`config.mk`:
```
export PLATFORM = sky130hd
export DESIGN_NAME = zapper_flash_ctrl_flat
export DESIGN_NICKNAME = d
export VERILOG_FILES = /design/src/rtl/zapper_pkg.sv /design/src/rtl/zapper_flash_ctrl_if.sv /design/src/rtl/sync_edge.sv /design/src/rtl/zapper_flash_ctrl.sv /design/src/flat_wrapper.sv
export SDC_FILE = /design/constraint.sdc
export NUM_CORES = 1
export LEC_CHECK = 0
export ABC_AREA = 1
export CAP_MARGIN = 20
export CORE_MARGIN = 8
export CORE_UTILIZATION = 55
export DETAILED_ROUTE_END_ITERATION = 8
export GPL_ROUTABILITY_DRIVEN = 1
export PLACE_DENSITY = 0.8
export SKIP_LAST_GASP = 1
export SLEW_MARGIN = 25
export SYNTH_ARGS = -nofsm -noshare
export SYNTH_HDL_FRONTEND = slang
export SYNTH_SLANG_ARGS = --single-unit
export TNS_END_PERCENT = 30
```
`constraint.sdc`:
```
create_clock -name clk -period 3 [get_ports clk]
set_clock_uncertainty 0.05 [all_clocks]
set_input_delay 0.9 -clock clk [delete_from_list [all_inputs] [get_ports clk]]
set_output_delay 0.9 -clock clk [all_outputs]
set_load 0.02 [all_outputs]
```
`src/rtl/zapper_pkg.sv`:
```
// zapper_pkg: shared state, flash-mode encodings and video geometry for the zapper shot sequencer
package zapper_pkg;

    typedef enum logic [2:0] {
        IDLE,
        ARMED,
        BLACK,
        TARGET,
        HOLD
    } zap_state_t;

    typedef enum logic [1:0] {
        MODE_NORMAL = 2'd0,
        MODE_BLACK  = 2'd1,
        MODE_TARGET = 2'd2
    } flash_mode_t;

    localparam int unsigned H_ACTIVE = 640;
    localparam int unsigned V_ACTIVE = 480;

endpackage

```
`src/rtl/zapper_flash_ctrl_if.sv`:
```
// zapper_flash_ctrl_if: VGA timing, zapper pins and pattern-generator control bundled for the shot sequencer
interface zapper_flash_ctrl_if;
    import zapper_pkg::*;

    logic        valid;
    logic [9:0]  col;
    logic [9:0]  row;
    logic        trigger;
    logic        sensor;
    flash_mode_t flash_mode;
    logic        busy;
    logic        hit;
    logic        miss;

    modport master (
        output valid, col, row, trigger, sensor,
        input  flash_mode, busy, hit, miss
    );

    modport slave (
        input  valid, col, row, trigger, sensor,
        output flash_mode, busy, hit, miss
    );

endinterface

```
`src/rtl/sync_edge.sv`:
```
// sync_edge: 2-FF synchronizer for an asynchronous pin with a rising-edge pulse on the synchronized level
module sync_edge (
    input  logic clk,
    input  logic reset,
    input  logic d_i,
    output logic q_o,
    output logic rise_o
);
    logic meta_q;
    logic sync_q;
    logic prev_q;

    // Two capture stages for metastability, plus one delayed copy for edge detection
    always_ff @(posedge clk) begin
        if (reset) begin
            meta_q <= 1'b0;
            sync_q <= 1'b0;
            prev_q <= 1'b0;
        end else begin
            meta_q <= d_i;
            sync_q <= meta_q;
            prev_q <= sync_q;
        end
    end

    assign q_o    = sync_q;
    assign rise_o = sync_q & ~prev_q;

endmodule

```
`src/rtl/zapper_flash_ctrl.sv`:
```
// zapper_flash_ctrl: Duck Hunt zapper shot sequencer (black frames, target frames, light-count verdict); ZAPPER_ANTI_CHEAT_EN also samples black frames and vetoes a lit sensor
module zapper_flash_ctrl #(
    parameter int unsigned BLACK_FRAMES      = 1,
    parameter int unsigned TARGET_FRAMES     = 1,
    parameter int unsigned HIT_THRESH        = 64,
    parameter bit          SENSOR_ACTIVE_LOW = 1'b1
) (
    input logic clk,
    input logic reset,
    zapper_flash_ctrl_if.slave bus
);
    import zapper_pkg::*;

    logic        trig_s;
    logic        trig_rise;
    logic        sen_s;
    logic        sen_rise_unused;
    logic        sensor_lit;
    logic        pixel_lit;
    logic        frame_start;
    logic        black_last;
    logic        target_last;
    logic        cheat;
    logic        verdict;
    zap_state_t  state_q, state_d;
    logic [3:0]  frame_cnt_q, frame_cnt_d;
    logic [15:0] lit_cnt_q, lit_cnt_d;
    logic        hit_q, hit_d;
    logic        miss_q, miss_d;

    sync_edge u_trig_sync (
        .clk    (clk),
        .reset  (reset),
        .d_i    (bus.trigger),
        .q_o    (trig_s),
        .rise_o (trig_rise)
    );

    sync_edge u_sen_sync (
        .clk    (clk),
        .reset  (reset),
        .d_i    (bus.sensor),
        .q_o    (sen_s),
        .rise_o (sen_rise_unused)
    );

    assign sensor_lit  = sen_s ^ SENSOR_ACTIVE_LOW;
    assign pixel_lit   = bus.valid & sensor_lit;
    assign frame_start = (bus.col == 10'd0) && (bus.row == 10'd0);
    assign black_last  = frame_cnt_q == 4'(BLACK_FRAMES - 1);
    assign target_last = frame_cnt_q == 4'(TARGET_FRAMES - 1);
    assign verdict     = !cheat && (lit_cnt_q >= 16'(HIT_THRESH));

`ifdef ZAPPER_ANTI_CHEAT_EN
    logic [15:0] dark_cnt_q, dark_cnt_d;
    logic        cheat_q, cheat_d;

    // Count light seen while the screen is black; too much of it means the gun is aimed at a lamp
    always_comb begin
        dark_cnt_d = dark_cnt_q;
        cheat_d    = cheat_q;
        if (state_q == IDLE && trig_rise) cheat_d = 1'b0;
        if (state_q == ARMED && frame_start) dark_cnt_d = '0;
        if (state_q == BLACK) begin
            if (pixel_lit && dark_cnt_q != 16'hFFFF) dark_cnt_d = dark_cnt_q + 16'd1;
            if (frame_start && black_last) cheat_d = dark_cnt_q >= 16'(HIT_THRESH);
        end
    end

    // Anti-cheat state registers
    always_ff @(posedge clk) begin
        if (reset) begin
            dark_cnt_q <= '0;
            cheat_q    <= 1'b0;
        end else begin
            dark_cnt_q <= dark_cnt_d;
            cheat_q    <= cheat_d;
        end
    end

    assign cheat = cheat_q;
`else
    assign cheat = 1'b0;
`endif

    // Shot sequencing: frame-aligned black/target phases, then one verdict pulse as HOLD is entered
    always_comb begin
        state_d     = state_q;
        frame_cnt_d = frame_cnt_q;
        lit_cnt_d   = lit_cnt_q;
        hit_d       = 1'b0;
        miss_d      = 1'b0;
        unique case (state_q)
            IDLE: if (trig_rise) state_d = ARMED;
            ARMED: begin
                if (frame_start) begin
                    state_d     = BLACK;
                    frame_cnt_d = '0;
                    lit_cnt_d   = '0;
                end
            end
            BLACK: begin
                if (frame_start && black_last) begin
                    state_d     = TARGET;
                    frame_cnt_d = '0;
                    lit_cnt_d   = '0;
                end else if (frame_start) begin
                    frame_cnt_d = frame_cnt_q + 4'd1;
                end
            end
            TARGET: begin
                if (pixel_lit && lit_cnt_q != 16'hFFFF) lit_cnt_d = lit_cnt_q + 16'd1;
                if (frame_start && target_last) begin
                    state_d = HOLD;
                    hit_d   = verdict;
                    miss_d  = !verdict;
                end else if (frame_start) begin
                    frame_cnt_d = frame_cnt_q + 4'd1;
                end
            end
            HOLD: if (!trig_s) state_d = IDLE;
            default: state_d = IDLE;
        endcase
    end

    // State, counters and verdict pulse registers
    always_ff @(posedge clk) begin
        if (reset) begin
            state_q     <= IDLE;
            frame_cnt_q <= '0;
            lit_cnt_q   <= '0;
            hit_q       <= 1'b0;
            miss_q      <= 1'b0;
        end else begin
            state_q     <= state_d;
            frame_cnt_q <= frame_cnt_d;
            lit_cnt_q   <= lit_cnt_d;
            hit_q       <= hit_d;
            miss_q      <= miss_d;
        end
    end

    assign bus.flash_mode = (state_q == BLACK)  ? MODE_BLACK  :
                            (state_q == TARGET) ? MODE_TARGET : MODE_NORMAL;
    assign bus.busy       = state_q != IDLE;
    assign bus.hit        = hit_q;
    assign bus.miss       = miss_q;

endmodule

```
`src/flat_wrapper.sv`:
```
// flat-port wrapper written by rule: the top's interface ports become plain ports
module zapper_flash_ctrl_flat import zapper_pkg::*;
#(
    parameter int unsigned BLACK_FRAMES      = 1,
    parameter int unsigned TARGET_FRAMES     = 1,
    parameter int unsigned HIT_THRESH        = 64,
    parameter bit          SENSOR_ACTIVE_LOW = 1'b1
)
  (clk, reset, bus_valid, bus_col, bus_row, bus_trigger, bus_sensor, bus_flash_mode, bus_busy, bus_hit, bus_miss);
  zapper_flash_ctrl_if bus_i ();
  input logic clk;
  input logic reset;
  input wire logic [$bits(bus_i.valid)-1:0] bus_valid;
  input wire logic [$bits(bus_i.col)-1:0] bus_col;
  input wire logic [$bits(bus_i.row)-1:0] bus_row;
  input wire logic [$bits(bus_i.trigger)-1:0] bus_trigger;
  input wire logic [$bits(bus_i.sensor)-1:0] bus_sensor;
  output wire logic [$bits(bus_i.flash_mode)-1:0] bus_flash_mode;
  output wire logic [$bits(bus_i.busy)-1:0] bus_busy;
  output wire logic [$bits(bus_i.hit)-1:0] bus_hit;
  output wire logic [$bits(bus_i.miss)-1:0] bus_miss;
  assign bus_i.valid = bus_valid;
  assign bus_i.col = bus_col;
  assign bus_i.row = bus_row;
  assign bus_i.trigger = bus_trigger;
  assign bus_i.sensor = bus_sensor;
  assign bus_flash_mode = bus_i.flash_mode;
  assign bus_busy = bus_i.busy;
  assign bus_hit = bus_i.hit;
  assign bus_miss = bus_i.miss;
  zapper_flash_ctrl #(.BLACK_FRAMES(BLACK_FRAMES), .TARGET_FRAMES(TARGET_FRAMES), .HIT_THRESH(HIT_THRESH), .SENSOR_ACTIVE_LOW(SENSOR_ACTIVE_LOW)) u_core (.clk(clk), .reset(reset), .bus(bus_i));
endmodule
```
# Word-level counts from Yosys, hierarchy flattened
# Cells that the tools add are included.
[totals]
reg_bits = 30
out_inout_bits = 5
word_cells = 62
[op_classes]
n_addsub = 2
magnitude_cmp = 1
n_eq_ne = 12
mux = 17
bitwise = 6
reduce_logical = 14
[ops]
columns = ["op", "count"]
rows = [
  ["$mux 16", 3],
  ["$pmux 16 s3", 1],
  ["$logic_not 10->1", 2],
  ["$add 16x1->16 const B", 1],
  ["$ge 16x7->1 const B", 1],
  ["$mux 4", 4],
  ["$ne 16x16->1 const B", 1],
  ["$mux 3", 5],
  ["$pmux 3 s5", 1],
  ["$pmux 4 s3", 1],
  ["$ne 2x1->1 const B", 5],
  ["$eq 3x2->1 const B", 2],
  ["$reduce_bool 3->1", 2],
  ["$reduce_and 5->1", 1],
  ["$add 4x1->4 const B", 1],
  ["$logic_not 4->1", 1],
  ["$mux 2", 2],
  ["$ne 2x2->1 const B", 2],
  ["$not 1->1", 4],
  ["$reduce_and 4->1", 1],
  ["$eq 3x1->1 const B", 1],
  ["$eq 3x3->1 const B", 1],
  ["$logic_and 1x1->1", 3],
  ["$logic_not 3->1", 1],
  ["other kinds (4)", 5],
]

# Longest topological paths before layout
# Gate-level depths: netlist of run 1.
[logic_depth]
ltp_word = 5
mapped_depth = 11

# Hierarchy
# A second synthesis of run 1 with hierarchy kept.
[unflattened]
cells_unflattened = 300
area_unflattened_um2 = 2024.4
[by_module_without_submodules]
columns = ["mod", "n_inst", "cells_per_inst", "area_each_um2"]
rows = [
  ["zapper_flash_ctrl", 1, 280, 1851.8],
  ["sync_edge", 2, 10, 86.3],
]

# Worst setup path after synthesis of run 1
# No wires, ideal clock.
[synth_path]
path_kind = "input to register"
startpoint = "input port bus_row[7]"
endpoint = "register u_core.lit_cnt_q[5]"
setup_ns = 0.136
t_arrival_ns = 1.893
required_time_ns = 2.814
setup_slack_ns = 0.921
stages = 9
path_buffers = 1
cell_sequence = "nor2_1 nand2_1 nor2_2 nand4_1 nand2_2 nand3_4 buf_12 nand2_1 a21oi_2"
[synth_via]
elab_chain_cells = 5
[synth_lines]
columns = ["element", "line_no", "rtl"]
rows = [
  ["start: declaration", "flat_wrapper.sv:15", "input wire logic [$bits(bus_i.row)-1:0] bus_row;"],
  ["$logic_not 10->1 (*)", "zapper_flash_ctrl.sv:49", "assign frame_start = (bus.col == 10'd0) && (bus.row == 10'd0);"],
  ["$logic_and 1x1->1 (*)", "zapper_flash_ctrl.sv:49", ""],
  ["$logic_and 1x1->1", "zapper_flash_ctrl.sv:103", "if (frame_start && black_last) begin"],
  ["$ne 2x1->1 (no source line)", "-", ""],
  ["$reduce_and 4->1 (no source line) (*)", "-", ""],
  ["end signal: assignment", "zapper_flash_ctrl.sv:137", "lit_cnt_q <= lit_cnt_d;"],
  ["end: declaration", "zapper_flash_ctrl.sv:27", "logic [15:0] lit_cnt_q, lit_cnt_d;"],
]
# Every way passes the cells marked *; elsewhere a longest branch is shown, timed or not.
# A chain may end at the register's enable or synchronous reset.

# Final worst setup path of run 1
[layout_path]
startpoint = "register u_core.state_q[2]"
endpoint = "output port bus_flash_mode[0]"
[layout_via]
elab_chain_cells = 2
[layout_lines]
columns = ["element", "line_no", "rtl"]
rows = [
  ["start: declaration", "zapper_flash_ctrl.sv:25", "zap_state_t state_q, state_d;"],
  ["start signal: assignment", "zapper_flash_ctrl.sv:135", "state_q <= state_d;"],
  ["$eq 3x2->1", "zapper_flash_ctrl.sv:143", "assign bus.flash_mode = (state_q == BLACK) ? MODE_BLACK :"],
  ["$mux 2", "zapper_flash_ctrl.sv:143", ""],
  ["end: declaration", "flat_wrapper.sv:18", "output wire logic [$bits(bus_i.flash_mode)-1:0] bus_flash_mode;"],
]
# Every way passes these cells.

==> results.md, run 1 <==
Drt:
- In this run, the number of DRC markers left after iteration 0 of detailed routing was approximately 130.
- For this block, the routed nets add up to approximately 4700 microns of wire.
- The first-pass detailed-route iteration total is 4.
- Using the TritonRoute via totals, the vias-per-cell ratio works out to between 5 and 6.
- Summing over every cut layer, the via total after detailed routing is roughly 2,000.
- The detail route stage leaves a number of antenna-violating nets equal to 0.
- Dividing the detail-routed wire length by the instance count gives between 10 and 15 microns.
- The DRC violation count after routing is 0.

Die:
- From bottom edge to top edge, the die measures between 70 and 80 microns.
- The width of the die is approximately 76 microns.
- The initial utilization of the core area, before any placement, comes to about 56%.
- The core region is 3580 sq um.
- Pin placement for this block handled 30 I/O pins.
- The number of rows created at floorplan is 22.
- The overall die area is between 5000 and 6000 sq um.

Finish:
- The final net count is ~370.
- The post-route cell area is roughly 2400 sq um.
- The area growth from synthesis to layout is 19.7%.
- The layout cell share with drive strength beyond 1 is 11.9%.
- After filler insertion, the fill cell instance count of the layout stands at between 300 and 400.
- The count of inserted antenna diode cells is 0.
- The commonest non-fill, non-tap cell in the layout is sky130_fd_sc_hd__nand2_1.
- The area of the multi-input gates is between 1000 and 1500 sq um.
- In the layout the commonest cells are sky130_fd_sc_hd__nand2_1, sky130_fd_sc_hd__nor2_1, sky130_fd_sc_hd__inv_1, sky130_fd_sc_hd__dfxtp_1, sky130_fd_sc_hd__clkdlybuf4s50_1.
- Summing all flip-flop and latch instances after layout gives roughly 600 sq um.

Pwr:
- In this run the power density over the cells is 311 nW/um^2.
- The worst-case vdd ir drop is between 300 and 400 uV.
- The overall power is 745 uW.
- The leakage power summed over all cells is roughly 0.00084 uW.

Critical path:
- The worst setup path is of the register to output pin kind.
- Of all nets on the critical path, the largest fanout is 6.
- The data required time at the worst endpoint is about 2 ns.
- Traced cell by cell, the critical path runs through nor2_1 -> inv_1 -> nor2_1 -> clkdlybuf4s50_1.
- The kind of cell with the highest combined delay on the critical path is buffers and inverters.
- The worst setup path is captured at an output pin.
- In this design, the stage delay of the slowest critical-path cell is ~0.66 ns.
- By instance count, the cell type seen most on the critical path is sky130_fd_sc_hd__nor2_1.
- Data arrives at the worst endpoint at around 1.8 ns.
- The slowest cell on the critical path is sky130_fd_sc_hd__clkdlybuf4s50_1.
- The type of origin of the critical path is a register.
- The count of buffering cells on the critical path with inverters included is 2.

Status:
- The flow ran to the end, and the final reports show no timing, DRC or antenna violations.

Placed design:
- The placed instances occupy a cell area of around 2300 sq um.
- The final RePlAce weighted congestion is between 0.8 and 0.9.
- In this run the tool buffered the top-level ports with 29 buffer cells.
- The HPWL after detailed placement is 3710 microns.

Global routing:
- The number of antenna violations at the first check in global routing is 0.
- Global routing consumed, over all layers together, around 17% of the routing resources.
- The pin count of the biggest net entering global routing is 20.
- The first-pass GRT wire length is around 8600 microns.
- The total overflow left after global routing is 0.
- The number of global-route vias before repair came to about 1,900.

Yosys:
- Yosys printed 0 warnings.
- Of the total synthesized cell area, the portion taken by AND, OR, NAND and NOR gates is between 40% and 50%.
- The net count of the mapped netlist is around 340.
- Synthesis inferred 30 register bits.
- The cell area that synthesis handed to floorplanning was around 2000 sq um.
- Of the post-synthesis cell area, the part taken by muxes is 0%.
- The dominant combinational cell family by area after synthesis is simple AND/OR/NAND/NOR gates.
- Of the synthesized area, sequential elements account for about 30%.
- By area the synthesized netlist is led by sky130_fd_sc_hd__dfxtp_1, sky130_fd_sc_hd__nand2_1, sky130_fd_sc_hd__nor2_1.
- The average footprint of a synthesized cell is 6.46 sq um.
- The distinct cell type count of the synthesized netlist is 31.
- The synthesized netlist devotes ~2.5% of its cell area to adder and majority cells.
- The synthesized netlist devotes ~2.2% of its cell area to XOR and XNOR gates.
- The share of synthesized area in the top cell type comes to between 20% and 30%.
- The cell taking the most area after synthesis is sky130_fd_sc_hd__dfxtp_1.
- Summing the areas of all compound-gate instances in the mapped netlist gives between 10% and 20% of the synthesized area.
- Synthesis handed over a netlist of 310 instances.

Clock network:
- After clock tree synthesis, the clock-pin slew on the worst setup and hold paths is ~0.090 ns.
- TritonCTS built the clock tree.
- The number of clock sinks is 30.
- The number of buffers inserted by hold repair at cts is 0.
- In this run the post-CTS setup repair buffer count came out at 0.
- The maximum buffer depth of the clock tree is 2.
- The number of H-tree levels is 2.
- The number of gates resized after CTS was 0.
- The tree is rooted in a sky130_fd_sc_hd__clkbuf_4.
- For the worst-skew pair, the clock arrives at the later sink with an insertion delay of approximately 0.33 ns.
- Counting the buffers created by CTS gives 5.

Flow run:
- The max capacitance violation total is 0.

STA:
- The hold violation count in the final report is 0.
- Summed over all failing endpoints, the final setup total negative slack is 0 ns.
- Setup violations remaining at the end of the flow were counted as 0.
- The slew at the pin closest to its max-slew limit is about 0.40 ns.
- Of the available clock period, the critical path in the final layout requires 91.3%.
- Setup repair after global routing left no endpoint under its margin.
- Subtracting the final worst setup slack from the clock period gives around 2.7 ns.
- The achievable frequency is roughly 370 MHz.
- The number of max-slew violations in the final report is 0.
- The normalized max-slew margin is about three quarters.

Worst hold path:
- The kind of path behind the tightest hold check is register to register.
-- flip-flops by register name, summed over array words and instances, names as in the netlist --
signal                     cells
u_core.u_trig_sync.meta_q      1
u_core.u_trig_sync.q_o         1
u_core.lit_cnt_q              16
u_core.state_q                 3
u_core.u_trig_sync.prev_q      1
u_core.bus.hit                 1
u_core.u_sen_sync.meta_q       1
u_core.u_sen_sync.q_o          1
u_core.bus.miss                1
u_core.frame_cnt_q             4
-- synth_stat cells --
library cell,instances
sky130_fd_sc_hd__nor3b_1,1
sky130_fd_sc_hd__nor2_4,3
sky130_fd_sc_hd__and2_1,3
sky130_fd_sc_hd__nand2_1,69
sky130_fd_sc_hd__nand2_2,10
sky130_fd_sc_hd__buf_2,2
sky130_fd_sc_hd__inv_1,35
sky130_fd_sc_hd__nand3_4,1
sky130_fd_sc_hd__o21ai_4,1
sky130_fd_sc_hd__dfxtp_1,30
sky130_fd_sc_hd__nor2_2,3
sky130_fd_sc_hd__clkbuf_1,3
sky130_fd_sc_hd__nor4_1,2
sky130_fd_sc_hd__o21bai_1,1
sky130_fd_sc_hd__nand3b_1,1
sky130_fd_sc_hd__nand4_1,16
sky130_fd_sc_hd__xor2_1,4
sky130_fd_sc_hd__nor3b_2,1
sky130_fd_sc_hd__buf_1,1
sky130_fd_sc_hd__a21o_1,1
sky130_fd_sc_hd__nor3_1,3
sky130_fd_sc_hd__a21oi_1,12
sky130_fd_sc_hd__a21oi_2,10
sky130_fd_sc_hd__o21ai_0,4
sky130_fd_sc_hd__ha_1,4
sky130_fd_sc_hd__nor2_1,58
sky130_fd_sc_hd__buf_4,1
sky130_fd_sc_hd__nand3_1,27
sky130_fd_sc_hd__xnor2_1,1
sky130_fd_sc_hd__o211ai_1,1
sky130_fd_sc_hd__buf_12,1
-- power by group --
group	leakage [uW]	switching, uW	internal, uW
sequential	0.000243	3.02	403
clock	0.0000353	139	113
combinational	0.000559	41.2	45.5
-- path summary, 6_finish.rpt --
kind / startpoint / endpoint / slack, ns / cells after the start
worst max-delay path: u_core.state_q[2] / bus_flash_mode[0] / 0.26 / 4
worst min-delay path: u_core.u_sen_sync.meta_q / u_core.u_sen_sync.q_o / 0.35 / 2
worst max register to register: u_core.lit_cnt_q[0] / u_core.lit_cnt_q[11] / 1.06 / 9
worst min register to register: u_core.u_sen_sync.meta_q / u_core.u_sen_sync.q_o / 0.35 / 2
-- layer usage --
metal	vias up	global-route usage [%]	wire, microns
li1	1062	-	-
met1	896	21.0	2150
met2	68	29.4	2240
met3	6	4.13	300
met4	0	5.19	48
met5	-	0	0
-- per-stage QoR --
stage          hold WS [ns]  worst slack (ns)  util [%]  cells
2_1_floorplan         0.338             0.921         -    310
3_3_place_gp          0.339             0.287      65.3    384
3_5_place_dp          0.349             0.237      65.3    384
4_1_cts               0.361             0.248      67.0    392
5_1_grt               0.380             0.132      67.0    392
6_report              0.351             0.262      67.0    392
-- worst register-to-register path: cells and delay by family, from the launching register on --
kind                     cells  cell delay (ns)
flip-flops                   1             0.48
AO/OA/AOI/OAI                2             0.27
adder cells (fa/ha/maj)      1             0.24
AND/OR/NAND/NOR              6             0.85
-- cell families (layout without fill, tap and decap cells) --
kind of cell             after synthesis  in the layout
adder cells (fa/ha/maj)                4              4
flip-flops                            30             30
XOR/XNOR                               5              5
AND/OR/NAND/NOR                      198            198
AO/OA/AOI/OAI                         30             30
buffers and inverters                 43             77
-- cell type report --
type	count	share of cell area, %
Clock buffer	7	2.30
Clock inverter	1	0.209
Inverter	35	5.48
Multi-Input combinational cell	237	50.8
Sequential cell	30	25.0
Tap cell	48	2.50
Timing Repair Buffer	34	13.7
(Power assumes the default switching activity.)
==> inputs of run 2 (changes only) <==
--- a/config.mk
+++ b/config.mk
@@ -10,8 +10,9 @@
 export CORE_MARGIN = 8
 export CORE_UTILIZATION = 55
 export DETAILED_ROUTE_END_ITERATION = 8
+export DONT_BUFFER_PORTS = 1
 export GPL_ROUTABILITY_DRIVEN = 1
-export PLACE_DENSITY = 0.8
+export PLACE_DENSITY = 0.69
 export SKIP_LAST_GASP = 1
 export SLEW_MARGIN = 25
 export SYNTH_ARGS = -nofsm -noshare
==> run 2 against run 1 <==
  * Non-clock buffer count down 32
  * Sequential share of layout area is 3.5 points higher
  * Cell area shrank 12%
  * Largest power group unchanged
  * Total power is 0.22% higher
  * Highest routed layer unchanged
==> results.md, run 2 (synthesis gave the netlist of run 1 again) <==
Finish:
- The final net count was 340 (was 372).
- The storage element area is 601 sq um (unchanged).
- The flip-flop count of the largest register after layout is 16 (unchanged).
- The commonest non-fill, non-tap cell in the layout is sky130_fd_sc_hd__nand2_1 (unchanged).
- The layout cell share with drive strength beyond 1 is 12.5% (was 11.9%).
- The register bank with the most flops is u_core.lit_cnt_q (unchanged).
- Registers with the most flip-flops: u_core.lit_cnt_q (16), u_core.frame_cnt_q (4), u_core.state_q (3) (unchanged).
- The layout filler cell count is 369 (was 348).
- The post-synthesis to final-layout area growth is 5.06% (was 19.7%).
- The count of inserted antenna diode cells came to 0 (unchanged).
- Most frequent cells in the layout: sky130_fd_sc_hd__nand2_1, sky130_fd_sc_hd__nor2_1, sky130_fd_sc_hd__inv_1, sky130_fd_sc_hd__dfxtp_1, sky130_fd_sc_hd__nand3_1 (was sky130_fd_sc_hd__nand2_1, sky130_fd_sc_hd__nor2_1, sky130_fd_sc_hd__inv_1, sky130_fd_sc_hd__dfxtp_1, sky130_fd_sc_hd__clkdlybuf4s50_1).
- The area of the multi-input gates is 1220 sq um (unchanged).

STA:
- The final setup violation count is 0 (unchanged).
- The post-route minimum period is 2.39 ns (was 2.74 ns).
- The setup TNS is 0 ns (unchanged).
- The post-route fraction of the period consumed by the critical path is 79.8% (was 91.3%).
- The hold violation count in the final report is 0 (unchanged).
- The achievable frequency came to 418 MHz (was 365 MHz).
- The slew at the pin closest to its max-slew limit came to 0.423 ns (was 0.401 ns).
- Unrepaired setup endpoints after global routing: false (unchanged).
- The number of max-slew violations in the final report is 0 (unchanged).
- The normalized max-slew margin is 71.7% (was 73.2%).
- The hold slack is 0.362 ns (was 0.351 ns).

Critical path:
- The endpoint of the most critical setup path is bus_flash_mode[1] (was bus_flash_mode[0]).
- The worst flop-to-flop path startpoint is u_core.frame_cnt_q[0] (was u_core.lit_cnt_q[0]).
- The worst endpoint data arrival time came to 1.44 ns (was 1.79 ns).
- The critical-path maximum fanout is 20 (was 6).
- The slowest cell on the critical path is sky130_fd_sc_hd__dfxtp_1 (was sky130_fd_sc_hd__clkdlybuf4s50_1).
- The type of origin of the critical path is a register (unchanged).
- The element type at the critical path end is an output pin (unchanged).
- The data required time at the worst endpoint is 2.05 ns (about the same).
- The end of the worst register-to-register path is u_core.lit_cnt_q[4] (was u_core.lit_cnt_q[11]).
- Critical path cell sequence: inv_1 -> nand3_1 -> buf_4 -> inv_1 (was nor2_1 -> inv_1 -> nor2_1 -> clkdlybuf4s50_1).
- The worst setup slack for register-to-register paths is 0.96 ns (was 1.06 ns).
- The depth of the most critical reg-to-reg path is 8 (was 9).
- The path type of the worst setup path is register to output pin (unchanged).
- The critical path startpoint is u_core.state_q[2] (unchanged).
- The most used cell along the critical path is sky130_fd_sc_hd__inv_1 (was sky130_fd_sc_hd__nor2_1).
- The delay contributed by the slowest stage of the critical path is 0.43 ns (was 0.66 ns).

Die:
- The initial core utilization is 56.0% (unchanged).
- The chip height is 76.4 microns (unchanged).
- The overall die area is 5830 sq um (unchanged).
- The placeable core area is 3580 sq um (unchanged).
- The count of pins on the block boundary is 30 (unchanged).
- The width of the die is 76.4 microns (unchanged).
- The number of rows created at floorplan is 22 (unchanged).

Flow run:
- The max capacitance violation total came to 0 (unchanged).

Drt:
- The number of nets with antenna violations after detailed routing was 0 (unchanged).
- The DRC violation count after routing is 0 (unchanged).
- The total vias in the final route was 1,882 (was 2,032).
- The DRC marker count from the first detailed-route iteration is 159 (was 127).
- The first-pass detailed-route iteration total is 4 (unchanged).
- The sum of routed wire length over all layers is 4430 microns (was 4730 microns).
- The wire length per cell after detailed routing is 12.3 microns (was 12.1 microns).
- The routed via count divided by cell count came to 5.23 (was 5.18).

Clock network:
- The CTS tree is built (unchanged).
- The number of H-tree levels is 2 (unchanged).
- The master cell of the clock root buffer is sky130_fd_sc_hd__clkbuf_4 (unchanged).
- The CTS clock-pin slew for the worst setup and hold paths is 0.10 ns (was 0.09 ns).
- The number of clock sinks was 30 (unchanged).
- The clock insertion delay at the later pin of the skew report was 0.33 ns (about the same).
- The maximum buffer depth of the clock tree is 2 (unchanged).
- The number of CTS-inserted buffers was 5 (unchanged).
- The total of cells resized after clock tree synthesis was 0 (unchanged).
- The number of buffers inserted by hold repair at cts came to 0 (unchanged).
- The number of buffers added for setup after CTS is 0 (unchanged).

Worst hold path:
- The kind of path behind the tightest hold check was register to register (unchanged).
- The worst hold path startpoint is u_core.u_trig_sync.meta_q (was u_core.u_sen_sync.meta_q).

Status:
- Status: finished clean (unchanged).

Pwr:
- The power density relative to cell area is 355 nW/um^2 (was 311 nW/um^2).
- The worst-case vdd ir drop is 226 uV (was 302 uV).
- The leakage power summed over all cells is 0.000721 uW (was 0.000837 uW).
- The overall power is 747 uW (was 745 uW).

Placed design:
- The final RePlAce weighted congestion is 0.846 (was 0.872).
- The placed wire-length estimate after detailed placement is 3220 microns (was 3710 microns).
- The count of port buffers added during placement is 0 (was 29).

Global routing:
- The first-pass GRT wire length is 7630 microns (was 8630 microns).
- The pin count of the biggest net entering global routing came to 28 (was 20).
- The number of global-route vias before repair is 1,698 (was 1,940).
- The number of antenna violations at the first check in global routing came to 0 (unchanged).
- The overall overflow remaining after global route came to 0 (unchanged).
- The total track usage was 15.6% (was 17.3%).
## run 2: cell types whose count changed in the layout (fill, tap and decap cells not counted), sizes merged
cell / delta
clkbuf: +1
clkinv: -1
buf: -3
clkdlybuf4s50: -29
## run 2: final cells by class
cell class,count,area share (%)
Multi-Input combinational cell,237,57.9
Timing Repair Buffer,2,0.713
Tap cell,48,2.85
Inverter,35,6.24
Sequential cell,30,28.5
Clock buffer,8,3.75
## run 2: routing by layer
metal	vias up	wire (microns)	part of all wire (%)	GRT usage, %
met1	844	2110	48	18.1
met5	-	0	0	0
met3	4	230	5.2	5.07
li1	1001	-	-	-
met4	0	46	1.0	6.15
met2	33	2040	46	25.9
## run 2: worst min path at each step
stage / end / depth (start not counted)
5_1_grt: u_core.u_trig_sync.q_o / 2
3_5_place_dp: u_core.u_trig_sync.q_o / 2
3_3_place_gp: u_core.u_sen_sync.q_o / 2
4_1_cts: u_core.u_trig_sync.q_o / 2
2_1_floorplan: u_core.u_sen_sync.q_o / 2
6_report: u_core.u_trig_sync.q_o / 2
## run 2: report_power, final
part,total (uW),switching [uW],internal (uW)
Clock,298,138,160
Sequential,406,3.13,403
Combinational,43.0,29.5,13.5
Total,747,171,577
## run 2: stage by stage
stage	setup slack (ns)	cell area, sq um	instances	util, %
after floorplan	0.921	2000	310	-
after global placement	0.631	2030	352	56.6
after detailed placement	0.581	2030	352	56.6
after CTS	0.609	2100	360	58.8
after global routing	0.511	2100	360	58.8
final	0.605	2100	360	58.8
## run 2: worst max-delay path, delay by kind of cell, from the launching register on
family                 cells  cell delay, ns
buffers and inverters      3            0.59
AND/OR/NAND/NOR            1            0.07
flip-flops                 1            0.43
